### config.mk
export PLATFORM = sky130hd
export DESIGN_NAME = traffic_timer
export DESIGN_NICKNAME = d
export VERILOG_FILES = /design/src/rtl/traffic_timer.sv
export SDC_FILE = /design/constraint.sdc
export NUM_CORES = 1
export LEC_CHECK = 0
export BUFFER_PORTS_ARGS = -buffer_cell sky130_fd_sc_hd__buf_2
export CAP_MARGIN = 25
export CELL_PAD_IN_SITES_DETAIL_PLACEMENT = 1
export CELL_PAD_IN_SITES_GLOBAL_PLACEMENT = 2
export CORE_MARGIN = 5
export CORE_UTILIZATION = 32
export CTS_BUF_LIST = sky130_fd_sc_hd__clkbuf_16
export CTS_CLUSTER_SIZE = 25
export DETAILED_ROUTE_END_ITERATION = 12
export PLACE_DENSITY = 0.74
export SLEW_MARGIN = 30
export SYNTH_ARGS = -nofsm -noshare
export SYNTH_HDL_FRONTEND = slang
export SYNTH_SLANG_ARGS = --single-unit
### constraint.sdc
create_clock -name CLOCK_50 -period 1.6 [get_ports CLOCK_50]
set_input_delay 0.16 -clock CLOCK_50 [delete_from_list [all_inputs] [get_ports CLOCK_50]]
set_output_delay 0.16 -clock CLOCK_50 [all_outputs]
set_load 0.05 [all_outputs]
### src/rtl/traffic_timer.sv
// Countdown timer for a traffic-light controller: a free-running prescaler
// produces a one-cycle tick, and a 5-bit seconds counter reloads on load and saturates at zero.
module traffic_timer #(
  parameter int TICK_DIV  = 50000000,
  parameter int LONG_VAL  = 20,
  parameter int SHORT_VAL = 3
) (
  input  logic       CLOCK_50,
  input  logic       reset,
  input  logic       load,
  input  logic       twentyToLoad,
  output logic       counterNotZero,
  output logic       counterNotFive,
  output logic       tick,
  output logic [4:0] count,
  output logic [3:0] tens,
  output logic [3:0] ones
);

  localparam logic [25:0] TERM      = 26'(TICK_DIV - 1);
  localparam logic [4:0]  LONG_CNT  = 5'(LONG_VAL);
  localparam logic [4:0]  SHORT_CNT = 5'(SHORT_VAL);

  logic [25:0] prescaler_q, prescaler_d;
  logic [4:0]  count_q, count_d;
  logic [4:0]  ones_wide;

  // Reset is gated in so tick is never seen while the block is being cleared.
  assign tick = (prescaler_q == TERM) && !load && !reset;

  always_comb begin
    prescaler_d = prescaler_q + 26'd1;
    if (reset || load || (prescaler_q == TERM)) begin
      prescaler_d = 26'd0;
    end
  end

  always_comb begin
    count_d = count_q;
    if (reset) begin
      count_d = 5'd0;
    end else if (load) begin
      count_d = twentyToLoad ? LONG_CNT : SHORT_CNT;
    end else if (tick && (count_q != 5'd0)) begin
      count_d = count_q - 5'd1;
    end
  end

  always_ff @(posedge CLOCK_50) begin
    prescaler_q <= prescaler_d;
    count_q     <= count_d;
  end

  assign count          = count_q;
  assign counterNotZero = (count_q != 5'd0);
  assign counterNotFive = (count_q != 5'd5);

  // Count never exceeds 31, so a three-step compare replaces a divider.
  always_comb begin
    tens      = 4'd0;
    ones_wide = count_q;
    if (count_q >= 5'd30) begin
      tens      = 4'd3;
      ones_wide = count_q - 5'd30;
    end else if (count_q >= 5'd20) begin
      tens      = 4'd2;
      ones_wide = count_q - 5'd20;
    end else if (count_q >= 5'd10) begin
      tens      = 4'd1;
      ones_wide = count_q - 5'd10;
    end
    ones = ones_wide[3:0];
  end

endmodule

; Yosys cells after proc, flatten, opt, wreduce, memory -nomap -nowiden
; Index checks and enable logic that the tools add are counted.
[word_totals]
ff_bits = 31
input_bits = 4
out_inout_bits = 16
elab_cells = 30
[op_classes]
n_addsub = 5
n_lt_le_gt_ge = 3
eq_ne = 2
mux = 9
n_reduce_logical = 9
[ops]
columns = operator, n
row1 = "adder 26 x 1 -> 26 bit, second input constant", 1
row2 = "== test 26 bit, second input constant", 1
row3 = 2-to-1 mux 5 bit, 3
row4 = 2-to-1 mux 4 bit, 3
row5 = "greater-or-equal comparator 5 bit, second input constant", 2
row6 = "subtractor 4 bit, second input constant", 2
row7 = "greater-or-equal comparator 5 x 4 -> 1 bit, second input constant", 1
row8 = "inequality test 5 x 3 -> 1 bit, second input constant", 1
row9 = nonzero test 5 bit, 1
row10 = "subtractor 5 x 1 -> 5 bit, second input constant", 1
row11 = 2-to-1 mux 2 bit, 2
row12 = "subtractor 4 x 3 -> 4 bit, second input constant", 1
row13 = logical AND 1 bit, 3
row14 = zero test 1 bit, 2
row15 = logical OR 1 bit, 2
row16 = nonzero test 2 bit, 1
row17 = 2-to-1 mux 1 bit, 1

; Logic depth before layout (Yosys ltp)
; Gate-level depths: netlist of the first run.
[depth]
depth_word = 6
mapped_depth = 8
depth_no_buf = 7

; Worst setup path after synthesis of the first run
; OpenSTA, ideal clock, no wires.
[synth_path]
kind = reg2out
startpoint = register count_q[1], in the netlist count[1]
endpoint = output ones[1]
arrival_ns = 3.106
required_ns = 1.440
slack_ns = -1.666
stages_incl_launch_ff = 8
n_path_buf = 0
path_cell_list = dfxtp_1 inv_1 ha_1 nor2b_1 o31ai_1 inv_1 o21ai_1 xnor2_1
[synth_via]
elab_chain_len = 4
word_cells_on_any_way = 9
classes_between = add/sub: 3 / order compare: 3 / mux: 3
[synth_lines]
columns = element, line_no
row1 = from (decl), 25  ; logic [4:0] count_q, count_d;
row2 = from (signal assigned), 51  ; count_q <= count_d;
row3 = subtractor 4 bit or greater-or-equal comparator 5 x 4 -> 1 bit (tied branches), "70, 68"
row4 = 2-to-1 mux 4 bit, 68  ; end else if (count_q >= 5'd10) begin
row5 = 2-to-1 mux 4 bit, 65  ; end else if (count_q >= 5'd20) begin
row6 = 2-to-1 mux 4 bit *, 62  ; if (count_q >= 5'd30) begin
row7 = to (decl), 17  ; output logic [3:0] ones
; Every way passes the cells marked *; elsewhere a longest branch is shown, timed or not.

; Worst setup path in the final report of the first run
[layout_path]
startpoint = register count_q[1], in the netlist count[1]
endpoint = output ones[3]
; Same word-level chain as after synthesis.

==> results of run 1 <==
[logic make-up (layout without fill, tap and decap cells)]
family / Yosys count / count (layout) / synth area share (%)
flops: 31 / 31 / 34.11
simple gates: 97 / 97 / 30.74
xor+xnor: 28 / 28 / 13.48
buf+inv: 24 / 108 / 6.190
fa+ha+maj: 13 / 13 / 8.941
compound gates: 15 / 15 / 5.159
mux: 2 / 2 / 1.169
other cells: 1 / 2 / 0.2061
[area by class of cell]
class / instances / area [µm²] / area share [%]
repair buffers: 88 / 765.7 / 24.48
inverters: 13 / 55.05 / 1.760
well taps: 72 / 90.09 / 2.880
multi-input cells: 157 / 1440 / 46.04
flip-flops and latches: 31 / 643.1 / 20.56
clock buffers: 5 / 125.1 / 4.000
clock inverters: 2 / 8.758 / 0.2800
[per-layer routing]
metal	share of wire, %	vias up	track usage (%)
li1	-	882	-
met1	42	858	19.02
met2	53	21	31.14
met3	2.5	10	3.107
met4	1.8	0	4.892
met5	0	-	0
[cell usage after synthesis (5+ instances only)]
| library cell | count | area (µm²) |
|---|---|---|
| sky130_fd_sc_hd__and3_1 | 5 | 31.28 |
| sky130_fd_sc_hd__buf_4 | 5 | 37.54 |
| sky130_fd_sc_hd__dfxtp_1 | 31 | 620.6 |
| sky130_fd_sc_hd__ha_1 | 13 | 162.7 |
| sky130_fd_sc_hd__inv_1 | 13 | 48.80 |
| sky130_fd_sc_hd__nand2_1 | 15 | 56.30 |
| sky130_fd_sc_hd__nand3_1 | 11 | 55.05 |
| sky130_fd_sc_hd__nand4_1 | 12 | 75.07 |
| sky130_fd_sc_hd__nor2_1 | 29 | 108.9 |
| sky130_fd_sc_hd__xnor2_1 | 8 | 70.07 |
| sky130_fd_sc_hd__xor2_1 | 20 | 175.2 |
[flip-flops by register name (all words and copies together), names as in the netlist]
| name | flops |
|---|---|
| count | 5 |
| prescaler_q | 26 |
[repair_timing]
action | CTS | global route
endpoints found under the setup margin | 35 | 36
setup buffers | 4 | 5
hold endpoints to repair | 0 | 0
pin swaps | 22 | 15
resized for setup | 40 | 55
gates cloned | 2 | 1
[report_power, final]
part / internal [µW] / switching (µW) / leakage [µW] / total [µW]
Combinational: 194 / 254 / 0.000971 / 448
Clock: 557 / 319 / 0.0000671 / 876
Sequential: 780 / 13.6 / 0.000257 / 794
[worst paths after layout]
path              slack (ps)            start         endpoint
setup / recovery        -490         count[1]          ones[3]
hold / removal           160            reset         count[2]
setup reg to reg        -200  prescaler_q[11]   prescaler_q[9]
hold reg to reg          560  prescaler_q[23]  prescaler_q[23]
[metrics by stage]
stage          worst slack [ps]  instance area (µm²)  hold slack (ps)  cells  power [µW]
2_1_floorplan            -642.1                 1947            283.0    212        1029
3_3_place_gp             -304.3                 2530            433.0    350        1134
3_5_place_dp             -383.8                 2530            436.2    350        1141
4_1_cts                  -526.9                 2880            154.5    363        2092
5_1_grt                  -604.9                 3128            186.3    368        2221
6_report                 -493.9                 3128            156.8    368        2118
[cells in the final DEF, fill, tap and decap left out, types with 3 or more instances in the layout]
cell / instances
sky130_fd_sc_hd__buf_4: 63
sky130_fd_sc_hd__dfxtp_1: 19
sky130_fd_sc_hd__xor2_1: 18
sky130_fd_sc_hd__nor2_4: 17
sky130_fd_sc_hd__nand2_1: 14
sky130_fd_sc_hd__nand4_1: 12
sky130_fd_sc_hd__nand3_1: 11
sky130_fd_sc_hd__ha_1: 10
sky130_fd_sc_hd__buf_6: 10
sky130_fd_sc_hd__inv_1: 9
sky130_fd_sc_hd__dfxtp_2: 9
sky130_fd_sc_hd__buf_2: 9
sky130_fd_sc_hd__xnor2_1: 7
sky130_fd_sc_hd__nor2_2: 7
sky130_fd_sc_hd__clkbuf_16: 6
sky130_fd_sc_hd__nor2_1: 5
sky130_fd_sc_hd__and3_1: 5
sky130_fd_sc_hd__nor3_2: 3
sky130_fd_sc_hd__dfxtp_4: 3
[critical path, cell delays in order, from the launching register on]
cell	delay (ps)
sky130_fd_sc_hd__dfxtp_4	350
sky130_fd_sc_hd__clkinvlp_4	110
sky130_fd_sc_hd__ha_2	180
sky130_fd_sc_hd__nor2b_4	120
sky130_fd_sc_hd__o31ai_4	260
sky130_fd_sc_hd__mux2i_1	230
sky130_fd_sc_hd__a31oi_1	90
sky130_fd_sc_hd__a21oi_4	140
sky130_fd_sc_hd__buf_6	170
==> key figures, run 1 <==
Run status
  • Outcome: finished, violations left
  • Failing checks: setup timing

Synth
  • Async set-or-reset flop fraction in the synthesized netlist: 0%
  • Number of synthesized register bits: 31
  • Average cell area after synthesis: between 8 and 9 µm²
  • Register area share after synthesis: between 30% and 40%
  • Number of enable-type register cells in the synthesized netlist: 0
  • Synth warnings: 0
  • Flip-flop cell with the highest count after synthesis: sky130_fd_sc_hd__dfxtp_1
  • Post-Synthesis Cells: ~210
  • Synth unique cells: 39
  • Mapped cell area: approximately 0.0018 mm²

Place
  • Placed wire-length estimate: 3720 µm
  • Port-buffer cells: 17
  • Routability congestion estimate: between 0.7 and 0.8

CTS
  • Total clock sinks: 31
  • Number of hold buffers added after CTS: 0
  • TritonCTS clock tree: built
  • Level count of the clock H-tree: 2
  • Number of buffers on the longest clock path: 2
  • Worst-path clk slew: about 50 ps
  • Buffer type at the clock tree root: sky130_fd_sc_hd__clkbuf_16
  • Worst-skew pair later-pin latency: between 200 and 300 ps
  • Number of clock buffers inserted by TritonCTS: 5

GRT
  • Via count of the first global-routing pass: between 1,500 and 2,000
  • Wire length of the first global-routing pass: roughly 9500 µm
  • Initial antenna violation count: 0
  • Total global-route track usage: around 17%
  • Aggregate global routing overflow: 0
  • Largest net degree at the start of global routing: 13

Job
  • Maxcap violations: 0

Critical path
  • Maximum fanout count along the critical path: 5
  • CP Launch Type: flop
  • Depth of the worst register-to-register path: 7
  • Crit path capture type: primary output
  • Required @ worst endpoint: about 1400 ps
  • CP Data Arrival Time: 1930 ps
  • Crit path kind: flop to primary output

Worst hold path
  • Count of cells along the worst hold path: 3
  • Worst hold path class: input pin to flop

Floorplanning
  • Core region area: 0.005507 mm²
  • Row count: 27
  • Y dimension of the die: roughly 85 µm
  • Top-Level Pins: 20
  • Starting density of the core: about a third
  • Die boundary width: 85.40 µm
  • Area of the die: between 0.007 and 0.008 mm²

Routing
  • Routed WL per cell: 16.11 µm
  • Average vias per placed instance: 4.813
  • Routed wire length: ~5900 µm
  • Post-route ant nets: 0
  • Drt initial violations: between 40 and 50
  • DRC viols: 0
  • Via total after detailed routing: 1,771
  • Number of detailed-route iterations in the first pass: 4

STA
  • Worst clock skew: 3.753 ps
  • Setup repair after global routing missed its margin: true
  • Number of hold-slack violations in the final timing report: 0
  • Final setup violation count: 35
  • Maximum operating frequency: 0.4776 GHz
  • Total count of max-transition violations in the final report: 0
  • Setup slack after layout: -493.9 ps
  • Time the final worst path needs with I/O delays and setup: 2094 ps
  • Sum Neg Setup Slack: -6948 ps
  • Fin crit share: 130.9%

Power
  • Lkg Pwr: ~0.0013 µW
  • Power per standard cell area: slightly below 700 mW/mm²
  • Worst vdd rail ir drop: about 430 µV

Finish
  • Share of cells above drive strength 1: roughly 56%
  • Final net count: about 310
  • Number of antenna repair diodes: 0
  • Number of filler cells placed in the layout: ~600
  • Layout overhead on the synthesized area: 71.94%
  • Fraction of the core area covered by cells at the end of the flow: a little under three fifths
Power figures use the tool's default switching activity.
==> run 2: changes to the inputs <==
--- a/config.mk
+++ b/config.mk
@@ -15,6 +15,7 @@
 export CTS_CLUSTER_SIZE = 25
 export DETAILED_ROUTE_END_ITERATION = 12
 export PLACE_DENSITY = 0.74
+export SKIP_LAST_GASP = 1
 export SLEW_MARGIN = 30
 export SYNTH_ARGS = -nofsm -noshare
 export SYNTH_HDL_FRONTEND = slang
==> run 2 against run 1 <==
  * The run still ends with setup timing left
  * Via count down 0.45%
  * Global-route usage down 0.48 points
  * Largest power group unchanged
  * Cell area down 1.1%
  * Maximum frequency about the same
  * Highest routed layer unchanged
  * Routed wire length down 3.9%
  * Power down 0.39%
  * Critical path depth unchanged
  * Combinational power down 2%
  * Non-clock buffer count down 1
==> key figures, run 2 (synthesis results as in run 1) <==
Floorplanning
  • Area of the die: 0.007293 mm² (unchanged)
  • Die boundary width: 85.40 µm (unchanged)
  • Starting density of the core: 33.04% (unchanged)
  • Row count: 27 (unchanged)
  • Y dimension of the die: 85.40 µm (unchanged)
  • Top-Level Pins: 20 (unchanged)
  • Core region area: 0.005507 mm² (unchanged)

STA
  • Worst clock skew: 4.774 ps (was 3.753 ps)
  • Time the final worst path needs with I/O delays and setup: 2094 ps (about the same)
  • Fin crit share: 130.9% (about the same)
  • Total count of max-transition violations in the final report: 0 (unchanged)
  • Setup repair after global routing missed its margin: true (unchanged)
  • Setup slack after layout: -493.8 ps (was -493.9 ps)
  • Number of hold-slack violations in the final timing report: 0 (unchanged)
  • Maximum operating frequency: 0.4776 GHz (about the same)
  • Hold Slack: 171.5 ps (was 156.8 ps)
  • Final setup violation count: 35 (unchanged)

Power
  • Lkg Pwr: 0.001288 µW (was 0.001295 µW)
  • Worst vdd rail ir drop: 433.7 µV (was 433.3 µV)
  • Fraction of power consumed by the clock network: 41.5% (was 41.4%)
  • Total power of the final layout: 2110 µW (was 2118 µW)
  • Internal Power: 1528 µW (was 1532 µW)
  • Fraction of power spent switching nets: 27.57% (was 27.67%)
  • Power per standard cell area: 682.1 mW/mm² (was 677.1 mW/mm²)
  • Portion of total power attributed to sequential cells: 37.6% (was 37.5%)
  • Combinational cell fraction of total power: 20.9% (was 21.2%)
  • Switching component of the power: 581.6 µW (was 586.0 µW)

GRT
  • Global-route track usage on met3: 3.010% (was 3.107%)
  • Global-route met1 utilization: 19.13% (was 19.02%)
  • Aggregate global routing overflow: 0 (unchanged)
  • Wire length of the first global-routing pass: 9308 µm (was 9459 µm)
  • Gr busiest metal: met2 (unchanged)
  • Largest net degree at the start of global routing: 13 (unchanged)
  • Via count of the first global-routing pass: 1,878 (was 1,905)
  • Initial antenna violation count: 0 (unchanged)
  • Met2 Resource Use GR: 29.66% (was 31.14%)
  • Total global-route track usage: 16.18% (was 16.67%)

Routing
  • Routed WL per cell: 15.51 µm (was 16.11 µm)
  • Post-route ant nets: 0 (unchanged)
  • Via total after detailed routing: 1,763 (was 1,771)
  • Routed wire length: 5694 µm (was 5928 µm)
  • Drt initial violations: 49 (was 47)
  • Number of detailed-route iterations in the first pass: 4 (unchanged)
  • DRC viols: 0 (unchanged)
  • Average vias per placed instance: 4.804 (was 4.813)

Finish
  • Number of filler cells placed in the layout: 607 (was 598)
  • Layout overhead on the synthesized area: 70.01% (was 71.94%)
  • Count of non-filler cells in the finished layout: 367 (was 368)
  • Final net count: 312 (was 313)
  • Commonest non-fill, non-tap cell in the layout: sky130_fd_sc_hd__buf_4 (unchanged)
  • Share of cells above drive strength 1: 54.92% (was 55.74%)
  • Register name with the most flops: prescaler_q (unchanged)
  • Number of antenna repair diodes: 0 (unchanged)
  • Flip-flop count of the largest register after layout: 26 (unchanged)
  • Final std cell area, no fill: 0.003093 mm² (was 0.003128 mm²)
  • Commonest cells after routing, fill and taps aside: sky130_fd_sc_hd__buf_4, sky130_fd_sc_hd__xor2_1, sky130_fd_sc_hd__dfxtp_1 (was sky130_fd_sc_hd__buf_4, sky130_fd_sc_hd__dfxtp_1, sky130_fd_sc_hd__xor2_1)

CTS
  • Number of clock buffers inserted by TritonCTS: 5 (unchanged)
  • Total clock sinks: 31 (unchanged)
  • TritonCTS clock tree: built (unchanged)
  • Number of buffers on the longest clock path: 2 (unchanged)
  • Level count of the clock H-tree: 2 (unchanged)
  • Worst-path clk slew: 50 ps (about the same)
  • Worst-skew pair later-pin latency: 270 ps (about the same)
  • Buffer type at the clock tree root: sky130_fd_sc_hd__clkbuf_16 (unchanged)
  • Number of hold buffers added after CTS: 0 (unchanged)

Critical path
  • Required @ worst endpoint: 1440 ps (about the same)
  • CP Launch Type: flop (unchanged)
  • Maximum fanout count along the critical path: 5 (unchanged)
  • Cells traversed along the worst timing path: clkinvlp_4, ha_2, nor2b_4, o31ai_4, mux2i_1, a31oi_1, a21oi_4, buf_6 (unchanged)
  • Crit path max-delay family: compound AO/OA/AOI/OAI gates (unchanged)
  • Bufs and invs on worst path: 2 (unchanged)
  • Maximum single-stage delay on the critical path: 350 ps (about the same)
  • CP Data Arrival Time: 1930 ps (about the same)
  • Crit path capture type: primary output (unchanged)
  • Crit path kind: flop to primary output (unchanged)
  • CP max stage cell: sky130_fd_sc_hd__dfxtp_4 (unchanged)

Place
  • Routability congestion estimate: 0.7568 (unchanged)
  • Placed wire-length estimate: 3720 µm (unchanged)
  • Post-placement cell count: 350 (unchanged)
  • Area of placed instances: 0.002530 mm² (unchanged)
  • Setup slack after placement: -383.8 ps (unchanged)
  • Port-buffer cells: 17 (unchanged)

Run status
  • Outcome: finished, violations left (unchanged)
  • Failing checks: setup timing (unchanged)

Job
  • Maxcap violations: 0 (unchanged)

Worst hold path
  • Worst hold path class: input pin to flop (unchanged)
[run 2: cell types whose count changed in the layout (fill, tap and decap cells not counted)]
cell,before,now
sky130_fd_sc_hd__nor2_4,17,14
sky130_fd_sc_hd__and4_4,0,1
sky130_fd_sc_hd__nor2_2,7,9
sky130_fd_sc_hd__xor2_1,18,19
sky130_fd_sc_hd__and4_2,1,0
sky130_fd_sc_hd__buf_6,10,9
sky130_fd_sc_hd__xor2_2,2,1
sky130_fd_sc_hd__nor2_1,5,6
[run 2: what timing repair did]
| item | CTS | global route |
|---|---|---|
| endpoints found under the hold margin | 0 | 0 |
| gates resized for setup | 39 | 51 |
| setup buffers | 4 | 4 |
| gates cloned | 2 | 1 |
| pin swaps | 19 | 19 |
| endpoints found under the setup margin | 35 | 36 |
[run 2: final timing paths]
path | endpoint | depth (start not counted) | start | slack, ps
setup / recovery | ones[3] | 8 | count[1] | -490
hold / removal | count[2] | 3 | reset | 170
setup reg to reg | prescaler_q[12] | 7 | prescaler_q[11] | -160
hold reg to reg | prescaler_q[23] | 2 | prescaler_q[23] | 570
[run 2: layout make-up]
type | count | area, µm² | share of cell area [%]
inverter | 13 | 55.05 | 1.780
multi-input combinational | 157 | 1416 | 45.79
tap | 72 | 90.09 | 2.913
sequential | 31 | 643.1 | 20.79
timing repair buffer | 87 | 754.5 | 24.39
clock buffer | 5 | 125.1 | 4.045
clock inverter | 2 | 8.758 | 0.2832
[run 2: per-stage QoR]
step	setup TNS [ps]	utilization, %
2_1_floorplan	-2685	-
3_3_place_gp	-1829	45.94
5_1_grt	-9319	56.17
6_report	-5706	56.17
4_1_cts	-5677	52.24
3_5_place_dp	-5028	45.94
[run 2: worst min-delay path, cell delays in order]
cell and delay [ps]:
sky130_fd_sc_hd__buf_2 90, sky130_fd_sc_hd__a21oi_1 50, sky130_fd_sc_hd__o21a_1 100
[run 2: power by group through the flow]
stage          clock network [µW]  registers [µW]  logic, µW
3_3_place_gp                    0             808        326
4_1_cts                       901             793        397
2_1_floorplan                   0             832        197
6_report                      875             794        441
5_1_grt                       946             795        471
3_5_place_dp                    0             809        332
[run 2: per-layer routing]
layer / up-vias / routed length [µm]
li1: 883 / -
met1: 849 / 2464
met2: 23 / 2979
met3: 8 / 153
met4: 0 / 97
met5: - / 0
